===== config.mk =====
export PLATFORM = sky130hd
export DESIGN_NAME = crd_stream_sink
export DESIGN_NICKNAME = d
export VERILOG_FILES = /design/src/rtl/sparse_stream_pkg.sv /design/src/rtl/sink_mem.sv /design/src/rtl/crd_stream_sink.sv
export SDC_FILE = /design/constraint.sdc
export NUM_CORES = 1
export LEC_CHECK = 0
export BUFFER_PORTS_ARGS = -buffer_cell sky130_fd_sc_hd__buf_2
export CAP_MARGIN = 20
export CORE_AREA = 2 2 383 385
export DETAILED_ROUTE_END_ITERATION = 16
export DIE_AREA = 0 0 385 387
export GPL_TIMING_DRIVEN = 1
export PLACE_DENSITY = 0.46
export SYNTH_ARGS = -nofsm -noshare
export SYNTH_HDL_FRONTEND = slang
export SYNTH_HIERARCHICAL = 1
export SYNTH_SLANG_ARGS = --single-unit

===== constraint.sdc =====
create_clock -name clk -period 3.21 [get_ports clk]
set_input_delay 0.321 -clock clk [delete_from_list [all_inputs] [get_ports clk]]
set_output_delay 0.321 -clock clk [all_outputs]
set_load 0.01 [all_outputs]

===== src/rtl/sparse_stream_pkg.sv =====
// Shared definitions for the sparse stream sink: control-token encoding,
// sink FSM states and the done-token decoder.
package sparse_stream_pkg;

  localparam int unsigned CTRL_BIT   = 16;
  localparam logic [16:0] DONE_TOKEN = 17'h10100;

  typedef enum logic [1:0] {
    IDLE,
    RECV,
    DONE
  } state_t;

  // A done token is the control flag at bit width-1 plus the DONE_TOKEN
  // payload in the low bits; every other bit must be zero.
  function automatic logic is_done_token(input logic [63:0] w, input int unsigned width);
    logic [63:0] tok;
    tok = 64'(DONE_TOKEN[CTRL_BIT-1:0]) | (64'd1 << (width - 1));
    return w == tok;
  endfunction

endpackage


===== src/rtl/sink_mem.sv =====
// Capture storage: one write port, one registered read port.
// Array contents are not reset; only the read register is.
module sink_mem #(
  parameter  int unsigned DATA_W = 17,
  parameter  int unsigned DEPTH  = 64,
  localparam int unsigned AW     = $clog2(DEPTH)
) (
  input  logic              clk,
  input  logic              rst,
  input  logic              we,
  input  logic [AW-1:0]     waddr,
  input  logic [DATA_W-1:0] wdata,
  input  logic [AW-1:0]     raddr,
  output logic [DATA_W-1:0] rdata
);

  logic [DATA_W-1:0] r_mem [DEPTH];
  logic [DATA_W-1:0] r_rdata;

  // Write captured words.
  always_ff @(posedge clk) begin
    if (we) r_mem[waddr] <= wdata;
  end

  // Registered readback, one-cycle latency.
  always_ff @(posedge clk) begin
    if (rst) r_rdata <= '0;
    else     r_rdata <= r_mem[raddr];
  end

  assign rdata = r_rdata;

endmodule


===== src/rtl/crd_stream_sink.sv =====
// Stream sink: captures handshaked words into memory until TX_NUM done
// tokens have arrived, counting words, cycles and overflow attempts.
module crd_stream_sink
  import sparse_stream_pkg::*;
#(
  parameter  int unsigned DATA_W = 17,
  parameter  int unsigned DEPTH  = 64,
  parameter  int unsigned TX_NUM = 1,
  localparam int unsigned AW     = $clog2(DEPTH),
  localparam int unsigned WCW    = AW + 1,
  localparam int unsigned TXW    = $clog2(TX_NUM) + 1
) (
  input  logic              clk,
  input  logic              rst,
  input  logic [DATA_W-1:0] data,
  input  logic              valid,
  output logic              ready,
  input  logic              stall,
  output logic              done,
  output logic [WCW-1:0]    word_count,
  input  logic [AW-1:0]     rd_addr,
  output logic [DATA_W-1:0] rd_data,
  output logic [63:0]       cycle_count,
  output logic              overflow
);

  state_t         r_state, w_state_nxt;
  logic [WCW-1:0] r_wc;
  logic [TXW-1:0] r_tx;
  logic [63:0]    r_cyc;
  logic           r_ovf;

  logic w_full, w_ready, w_xfer, w_done_tok, w_last_tok;

  assign w_full     = (r_wc == WCW'(DEPTH));
  assign w_done_tok = is_done_token(64'(data), DATA_W);
  // Reset is folded into ready so a word offered alongside rst never transfers.
  assign w_ready    = (r_state == RECV) && !stall && !w_full && !rst;
  assign w_xfer     = valid && w_ready;
  assign w_last_tok = w_xfer && w_done_tok && (r_tx == TXW'(TX_NUM - 1));

  // State register.
  always_ff @(posedge clk) begin
    if (rst) r_state <= IDLE;
    else     r_state <= w_state_nxt;
  end

  // Next-state: arm in IDLE, receive until the final done token, then hold.
  always_comb begin
    w_state_nxt = r_state;
    case (r_state)
      IDLE:    if (valid) w_state_nxt = RECV;
      RECV:    if (w_last_tok) w_state_nxt = DONE;
      DONE:    w_state_nxt = DONE;
      default: w_state_nxt = IDLE;
    endcase
  end

  // Word, token and cycle counters plus sticky overflow flag.
  always_ff @(posedge clk) begin
    if (rst) begin
      r_wc  <= '0;
      r_tx  <= '0;
      r_cyc <= '0;
      r_ovf <= 1'b0;
    end else begin
      if (w_xfer)               r_wc  <= r_wc + WCW'(1);
      if (w_xfer && w_done_tok) r_tx  <= r_tx + TXW'(1);
      if (r_state == RECV)      r_cyc <= r_cyc + 64'd1;
      if (r_state == RECV && w_full && valid) r_ovf <= 1'b1;
    end
  end

  sink_mem #(
    .DATA_W (DATA_W),
    .DEPTH  (DEPTH)
  ) u_mem (
    .clk   (clk),
    .rst   (rst),
    .we    (w_xfer),
    .waddr (r_wc[AW-1:0]),
    .wdata (data),
    .raddr (rd_addr),
    .rdata (rd_data)
  );

  assign ready       = w_ready;
  assign done        = (r_state == DONE);
  assign word_count  = r_wc;
  assign cycle_count = r_cyc;
  assign overflow    = r_ovf;

endmodule


==> flow_summary_export.csv, run 1 <==
group,metric,value,unit
global_routing,largest_net_degree_at_the_start_of_global_routing,78,
floorplan,die_x,385,um
worst_hold_path,hold_start,"rd_addr[5]",
detailed_routing,routed_via_density,5.20,
timing,report.final.slew_viol_count,0,
worst_setup_path,crit_path_cell_trace,"or4b_2, o21ai_0, inv_1, nor2b_1, nand2_1, nor2_1, buf_4",
clock_tree,root_buffer,"clkbuf_16",
clock_tree,cts_tree,"done",
detailed_routing,maxUsedRoutingLayer,"met4",
clock_tree,cts.sinks,1180,
clock_tree,cts_max_level,4,
placed_design,port_buffer_count,117,
yosys,synth-async-reset-ratio,0,%
layout,post-route-util,37.5,%
worst_hold_path,min_delay_worst_endpoint,"u_mem/rdata[10]$_SDFF_PP0_",
floorplan,fp.dieH,387,um
floorplan,core,0.145,mm^2
yosys,synth_compound_gate_area_share,3.49,%
detailed_routing,drt_first_iter_violations,2434,
timing,fin_crit_sh,90.7,%
power,net-switching-power,0.00713,W
yosys,syn_inst,2378,
global_routing,first_pass_grt_wire_length,191,mm
yosys,synth_fp_nets,2411,
detailed_routing,first_pass_iters,6,
clock_tree,clk_transition_reported_paths,0.05,ns
worst_setup_path,critical_path_arrival,3.38,ns
yosys,post_synth_instance_area,0.0461,mm^2
worst_setup_path,timing.critical_path.to_type,"register",
power,power.ir.vdd_worst,0.298,mV
worst_setup_path,cp_class,"reg2reg",
layout,final.fill_count,13300,
timing,rsz0062_at_grt,"false",
yosys,muxShareOfSynthArea,14.4,%
detailed_routing,post_drt_wl_per_cell,28.3,um
power,power_share_of_the_combinational_group,5.1,%
worst_setup_path,critPathMaxFanout,17,
yosys,synth_top_family_by_area,"multiplexers",
placed_design,globalplace.congestion,0.843,
run,max-cap-violations,0,
worst_setup_path,r2r_cells,7,
layout,layout-drive-gt1-share,29.5,%
global_routing,grt_remaining_overflow,0,
timing,fin_setup_tns,0,ns
timing,timing.final.crit_period,2.91,ns
global_routing,globalRouteTotalUtil,17.9,%
yosys,xor_xnor_portion_of_the_synthesized_cell_area,0.779,%
timing,finalHoldViolations,0,
yosys,synth.yosys.warnings,6,
yosys,dominantRegCellSynth,"edfxtp_1",
floorplan,rows,140,
floorplan,die-area,0.149,mm^2
layout,layout_commonest_cell,"edfxtp_1",
global_routing,grt_pass1_vias,25400,
layout,layout.area.seq,0.0345,mm^2
floorplan,floorplan.initialDensity,31.8,%
power,power_leakage,17.4,nW
worst_hold_path,hold_depth,4,
worst_setup_path,ff2ff_setup_slack,0.30,ns
timing,finalSetupViolCount,0,
worst_setup_path,cp.required,3.68,ns
yosys,post_synth_fa_ha_maj_area_fraction,0.163,%
layout,final_cell_mix,"1088 x edfxtp_1, 237 x mux4_2, 176 x buf_4",
clock_tree,clk_path_buf_depth,3,
power,clock_power_share,43.9,%
timing,maxClockFrequency,343,MHz
yosys,synth.ff_latch_count,1180,
yosys,post_synth.cell_area_avg,19.4,um^2
yosys,seq_area_frac_synth,74.8,%
layout,finish.net_count,2730,
timing,max-slew-margin-rel,28.1,%
detailed_routing,met3RoutedLength,7.72,mm
layout,multi_input_comb_area,0.0109,mm^2
clock_tree,clock_insertion_delay_worst_skew,0.75,ns
power,powerDensity,608,mW/mm^2
timing,clock-skew-final,0.0226,ns
floorplan,io_pins,118,
worst_setup_path,worst_path_max_delay_cell,"or4b_2",
detailed_routing,detail_route.drc_violations,0,
clock_tree,number_of_buffers_created_by_cts,132,
detailed_routing,vias,24500,
yosys,yosys.cell_types.count,69,
layout,synthToLayoutAreaGrowth,17.8,%
worst_setup_path,worst_setup_path_start_kind,"register",
timing,tightestPinTransition,1.08,ns
detailed_routing,drt_wl_total,133,mm
detailed_routing,ant_nets,0,
placed_design,dpl.hpwl,84.5,mm
clock_tree,ctsResizeCount,0,
worst_setup_path,maximum_cell_stage_delay_along_the_critical_path,0.68,ns
worst_setup_path,critical_path.reg2reg.endpoint,"u_mem/r_mem[18][0]$_DFFE_PP_",
detailed_routing,wl_met2,63.7,mm
status,outcome,"finished, final reports clean",
detailed_routing,wl_met1,59.0,mm
worst_setup_path,crit-reg2reg-launch,"word_count[2]$_SDFFE_PP0P_",
yosys,yosys.area_share.simple,4.67,%
power,power.internal,0.0259,W
worst_hold_path,min_path_type,"in2reg",
power,p_sw_share,21.6,%
yosys,synth-edff-count,1088,
power,power.share.sequential,51.1,%
global_routing,antenna_violations_before_repair,9,
[per-layer routing]
layer / GRT usage [%] / vias to the layer above
met5: 0 / -
met4: 5.04 / 0
met3: 3.12 / 162
met2: 28.6 / 850
met1: 25.2 / 13100
li1: - / 10400
[power by group through the flow]
| stage | Combinational [W] | Sequential, W | Clock [W] |
|---|---|---|---|
| 2_1_floorplan | 0.000808 | 0.0172 | 0 |
| 3_3_place_gp | 0.00169 | 0.0172 | 0 |
| 3_5_place_dp | 0.00171 | 0.0172 | 0 |
| 4_1_cts | 0.00171 | 0.0169 | 0.0149 |
| 5_1_grt | 0.00177 | 0.0168 | 0.0154 |
| 6_report | 0.00168 | 0.0169 | 0.0145 |
[stage by stage]
stage                     instances  cell area, um^2  setup WS, ns  power (W)  hold slack, ns
after floorplan                2378            46100         0.229     0.0180           0.420
after global placement         4474            50100         0.168     0.0189           0.478
after detailed placement       4474            50100         0.184     0.0189           0.496
after CTS                      4708            54300         0.282     0.0334          0.0492
after global routing           4711            54300         0.110     0.0340          0.0866
final                          4713            54300         0.298     0.0330           0.135
[worst max-delay path by stage]
| stage | cells after the start | slack, ns | endpoint | startpoint |
|---|---|---|---|---|
| floorplan | 9 | 0.23 | u_mem/r_mem[62][0]$_DFFE_PP_ | r_state[1]$_SDFFE_PP0P_ |
| detailed placement | 7 | 0.18 | u_mem/rdata[12]$_SDFF_PP0_ | rd_addr[0] |
| CTS | 7 | 0.28 | u_mem/r_mem[20][4]$_DFFE_PP_ | word_count[2]$_SDFFE_PP0P_ |
| global placement | 7 | 0.17 | u_mem/rdata[12]$_SDFF_PP0_ | rd_addr[0] |
| global route | 9 | 0.11 | u_mem/r_mem[8][15]$_DFFE_PP_ | r_state[1]$_SDFFE_PP0P_ |
| finish | 7 | 0.30 | u_mem/r_mem[18][0]$_DFFE_PP_ | word_count[2]$_SDFFE_PP0P_ |
[flip-flops by register name (all words and copies together) (netlist names)]
signal       flops
cycle_count     64
overflow         1
u_mem/rdata     17
r_state          2
word_count       7
u_mem/r_mem   1088
r_tx             1
[repair_timing]
| item | 4_1_cts | 5_1_grt |
|---|---|---|
| hold buffers | 3 | 0 |
| endpoints found under the setup margin | 0 | 0 |
| buffers inserted | 0 | 0 |
| hold endpoints to repair | 5 | 0 |
[Yosys cell counts, types with 10 or more instances]
cell,n,area [um^2]
a211oi_1,11,82.6
a21oi_1,57,285
a221oi_1,18,158
and3_1,10,62.6
buf_2,40,200
buf_4,17,128
buf_6,13,146
clkbuf_1,50,188
dfxtp_1,92,1840
edfxtp_1,1088,32700
inv_1,17,63.8
mux2_2,39,439
mux2i_1,75,751
mux4_2,237,5340
nand2_1,54,203
nand2b_1,16,100
nand3_1,36,180
nand4_1,37,231
nor2_1,133,499
nor2b_1,26,163
nor3_1,17,85.1
nor4_1,15,93.8
o21ai_0,48,240
o221ai_1,14,123
o22ai_1,29,181
or3_1,19,119
xnor2_1,10,87.6
xor2_1,31,272
[critical path, delay by kind of cell, from the launching register on]
family / cells / cell delay [ns]
compound gates: 1 / 0.28
simple gates: 4 / 1.56
buf+inv: 2 / 0.46
flops: 1 / 0.31
[final cells by class]
type | instances | share of cell area, %
Sequential cell | 1180 | 63.5
Multi-Input combinational cell | 1054 | 20.2
Clock buffer | 176 | 6.63
Tap cell | 1917 | 4.42
Timing Repair Buffer | 312 | 4.21
Clock inverter | 55 | 0.930
Inverter | 17 | 0.117
Antenna cell | 2 | 0.00921
[cells by family (layout without fill, tap and decap cells)]
kind of cell / Yosys count / after routing
compound gates: 242 / 242
simple gates: 410 / 410
fa+ha+maj: 6 / 6
buf+inv: 144 / 560
xor+xnor: 41 / 41
flops: 1180 / 1180
mux: 355 / 355
other cells: 0 / 2
No activity file was read; power rests on OpenSTA's default activity.
==> inputs of run 2 (changes only) <==
--- a/config.mk
+++ b/config.mk
@@ -10,8 +10,10 @@
 export CORE_AREA = 2 2 383 385
 export DETAILED_ROUTE_END_ITERATION = 16
 export DIE_AREA = 0 0 385 387
+export GPL_ROUTABILITY_DRIVEN = 0
 export GPL_TIMING_DRIVEN = 1
-export PLACE_DENSITY = 0.46
+export HOLD_SLACK_MARGIN = 0.05
+export PLACE_DENSITY = 0.44
 export SYNTH_ARGS = -nofsm -noshare
 export SYNTH_HDL_FRONTEND = slang
 export SYNTH_HIERARCHICAL = 1
==> constraint.sdc (replaced) <==
create_clock -name clk -period 3.42 [get_ports clk]
set_input_delay 0.342 -clock clk [delete_from_list [all_inputs] [get_ports clk]]
set_output_delay 0.342 -clock clk [all_outputs]
set_load 0.01 [all_outputs]
==> flow_summary_export.csv, run 2 (synthesis results as in run 1) <==
group,metric,value,unit
worst_setup_path,cp_class,"reg2reg",
detailed_routing,drt_wl_total,133,mm
status,outcome,"finished, final reports clean",
floorplan,rows,140,
global_routing,grt_remaining_overflow,0,
detailed_routing,drt_first_iter_violations,2358,
clock_tree,clk_transition_reported_paths,0.06,ns
clock_tree,cts_tree,"done",
floorplan,die-area,0.149,mm^2
run,max-cap-violations,0,
placed_design,port_buffer_count,117,
power,power_leakage,17.4,nW
placed_design,dpl.hpwl,84.5,mm
timing,finalSetupViolCount,0,
layout,final.fill_count,13300,
timing,maxClockFrequency,314,MHz
detailed_routing,vias,24500,
clock_tree,root_buffer,"clkbuf_16",
clock_tree,post-cts-setup-buffer-count,0,
clock_tree,number_of_buffers_created_by_cts,135,
layout,final_cell_mix,"1088 x edfxtp_1, 237 x mux4_2, 153 x buf_4",
detailed_routing,ant_nets,0,
global_routing,antenna_violations_before_repair,9,
global_routing,first_pass_grt_wire_length,190,mm
worst_setup_path,cp.required,3.89,ns
detailed_routing,first_pass_iters,5,
clock_tree,cts_max_level,4,
worst_hold_path,min_delay_worst_endpoint,"u_mem/rdata[8]$_SDFF_PP0_",
clock_tree,clock_insertion_delay_worst_skew,0.78,ns
worst_hold_path,hold_depth,5,
timing,rsz0062_at_grt,"false",
layout,layout_commonest_cell,"edfxtp_1",
timing,timing.final.crit_period,3.18,ns
floorplan,core,0.145,mm^2
worst_setup_path,critical_path.reg2reg.endpoint,"u_mem/r_mem[50][14]$_DFFE_PP_",
detailed_routing,post_drt_wl_per_cell,28.3,um
global_routing,grt_pass1_vias,24800,
power,powerDensity,573,mW/mm^2
worst_setup_path,timing.critical_path.to_type,"register",
worst_setup_path,maximum_cell_stage_delay_along_the_critical_path,0.82,ns
worst_setup_path,r2r_cells,9,
layout,layout-drive-gt1-share,29.3,%
worst_setup_path,worst_setup_path_start_kind,"register",
worst_setup_path,critPathMaxFanout,9,
floorplan,die_x,385,um
timing,finalHoldViolations,0,
worst_setup_path,crit_top_cell,"inv_1",
worst_setup_path,crit-reg2reg-launch,"r_state[1]$_SDFFE_PP0P_",
timing,max-slew-margin-rel,24.2,%
worst_setup_path,number_of_buffers_and_inverters_on_the_critical_path,3,
power,power.ir.vdd_worst,0.336,mV
floorplan,floorplan.initialDensity,31.8,%
clock_tree,clk_path_buf_depth,3,
layout,finish.net_count,2719,
worst_hold_path,min_path_type,"in2reg",
floorplan,io_pins,118,
layout,largest_register,"u_mem/r_mem",
worst_setup_path,crit_path_cell_trace,"inv_1, ha_1, and4bb_2, o21ai_0, inv_1, nor2b_1, nand4b_1, nor2_1, buf_4",
timing,tightestPinTransition,1.14,ns
detailed_routing,detail_route.drc_violations,0,
placed_design,dpl_cell_area,0.0500,mm^2
timing,clock-skew-final,0.0413,ns
detailed_routing,routed_via_density,5.19,
global_routing,largest_net_degree_at_the_start_of_global_routing,84,
timing,fin_setup_tns,0,ns
global_routing,globalRouteTotalUtil,17.9,%
worst_hold_path,hold_start,"rd_addr[5]",
timing,report.final.slew_viol_count,0,
layout,stdcell_area,0.0544,mm^2
worst_setup_path,critical-path-top-delay-family,"simple AND/OR/NAND/NOR gates",
layout,largest_reg_flops,1088,
worst_setup_path,worst_path_max_delay_cell,"nor2_1",
timing,fin_crit_sh,93.0,%
worst_setup_path,critical_path_arrival,3.65,ns
floorplan,fp.dieH,387,um
worst_setup_path,ff2ff_setup_slack,0.24,ns
layout,synthToLayoutAreaGrowth,18.0,%
clock_tree,cts.sinks,1180,
run 2: repair_timing:
action	in CTS	in global routing
resized for setup	0	0
endpoints found under the hold margin	8	0
hold buffers	4	0
run 2: worst max-delay path by stage:
stage	startpoint	end	slack, ns	cells after the start
after floorplan	r_state[1]$_SDFFE_PP0P_	u_mem/r_mem[49][0]$_DFFE_PP_	0.09	9
after global placement	rst	u_mem/rdata[2]$_SDFF_PP0_	0.1	5
after detailed placement	r_state[1]$_SDFFE_PP0P_	u_mem/r_mem[24][15]$_DFFE_PP_	0.22	8
after CTS	r_state[1]$_SDFFE_PP0P_	u_mem/r_mem[24][1]$_DFFE_PP_	0.19	8
after global routing	r_state[1]$_SDFFE_PP0P_	u_mem/r_mem[50][3]$_DFFE_PP_	0.02	9
final	r_state[1]$_SDFFE_PP0P_	u_mem/r_mem[50][14]$_DFFE_PP_	0.24	9
run 2: worst reg2reg max path, stage by stage (launching register included):
cell and delay, ns:
dfxtp_1 0.33, inv_1 0.09, ha_1 0.17, and4bb_2 0.29, o21ai_0 0.13, inv_1 0.27
nor2b_1 0.23, nand4b_1 0.24, nor2_1 0.82, buf_4 0.33
run 2: area by class of cell:
| type | instances | area (um^2) | area share (%) |
|---|---|---|---|
| clock inverter | 80 | 762 | 1.40 |
| timing repair buffer | 298 | 2230 | 4.09 |
| multi-input combinational | 1054 | 10900 | 20.1 |
| clock buffer | 165 | 3510 | 6.45 |
| antenna | 1 | 2.50 | 0.00460 |
| inverter | 17 | 63.8 | 0.117 |
| tap | 1917 | 2400 | 4.41 |
| sequential | 1180 | 34500 | 63.4 |
run 2: report_power, final:
group          total (W)  internal, W  switching [W]
logic            0.00157     0.000552        0.00101
registers         0.0158       0.0158      0.0000339
clock network     0.0138      0.00787        0.00595
run 2: metrics by stage:
| stage | worst slack [ns] | total power (W) | cells | hold WS (ns) | utilization (%) |
|---|---|---|---|---|---|
| 2_1_floorplan | 0.0862 | 0.0169 | 2378 | 0.441 | - |
| 3_3_place_gp | 0.0973 | 0.0177 | 4453 | 0.478 | 34.5 |
| 3_5_place_dp | 0.215 | 0.0177 | 4457 | 0.501 | 34.5 |
| 4_1_cts | 0.190 | 0.0316 | 4706 | 0.138 | 37.5 |
| 5_1_grt | 0.0217 | 0.0322 | 4711 | 0.166 | 37.6 |
| 6_report | 0.238 | 0.0312 | 4712 | 0.197 | 37.6 |
run 2: routing by layer:
layer | share of wire [%] | vias to the layer above | track usage, %
met5 | 0 | - | 0
met4 | 1.8 | 0 | 4.35
met3 | 4.9 | 166 | 3.14
met2 | 48 | 708 | 28.5
met1 | 45 | 13200 | 25.5
li1 | - | 10400 | -
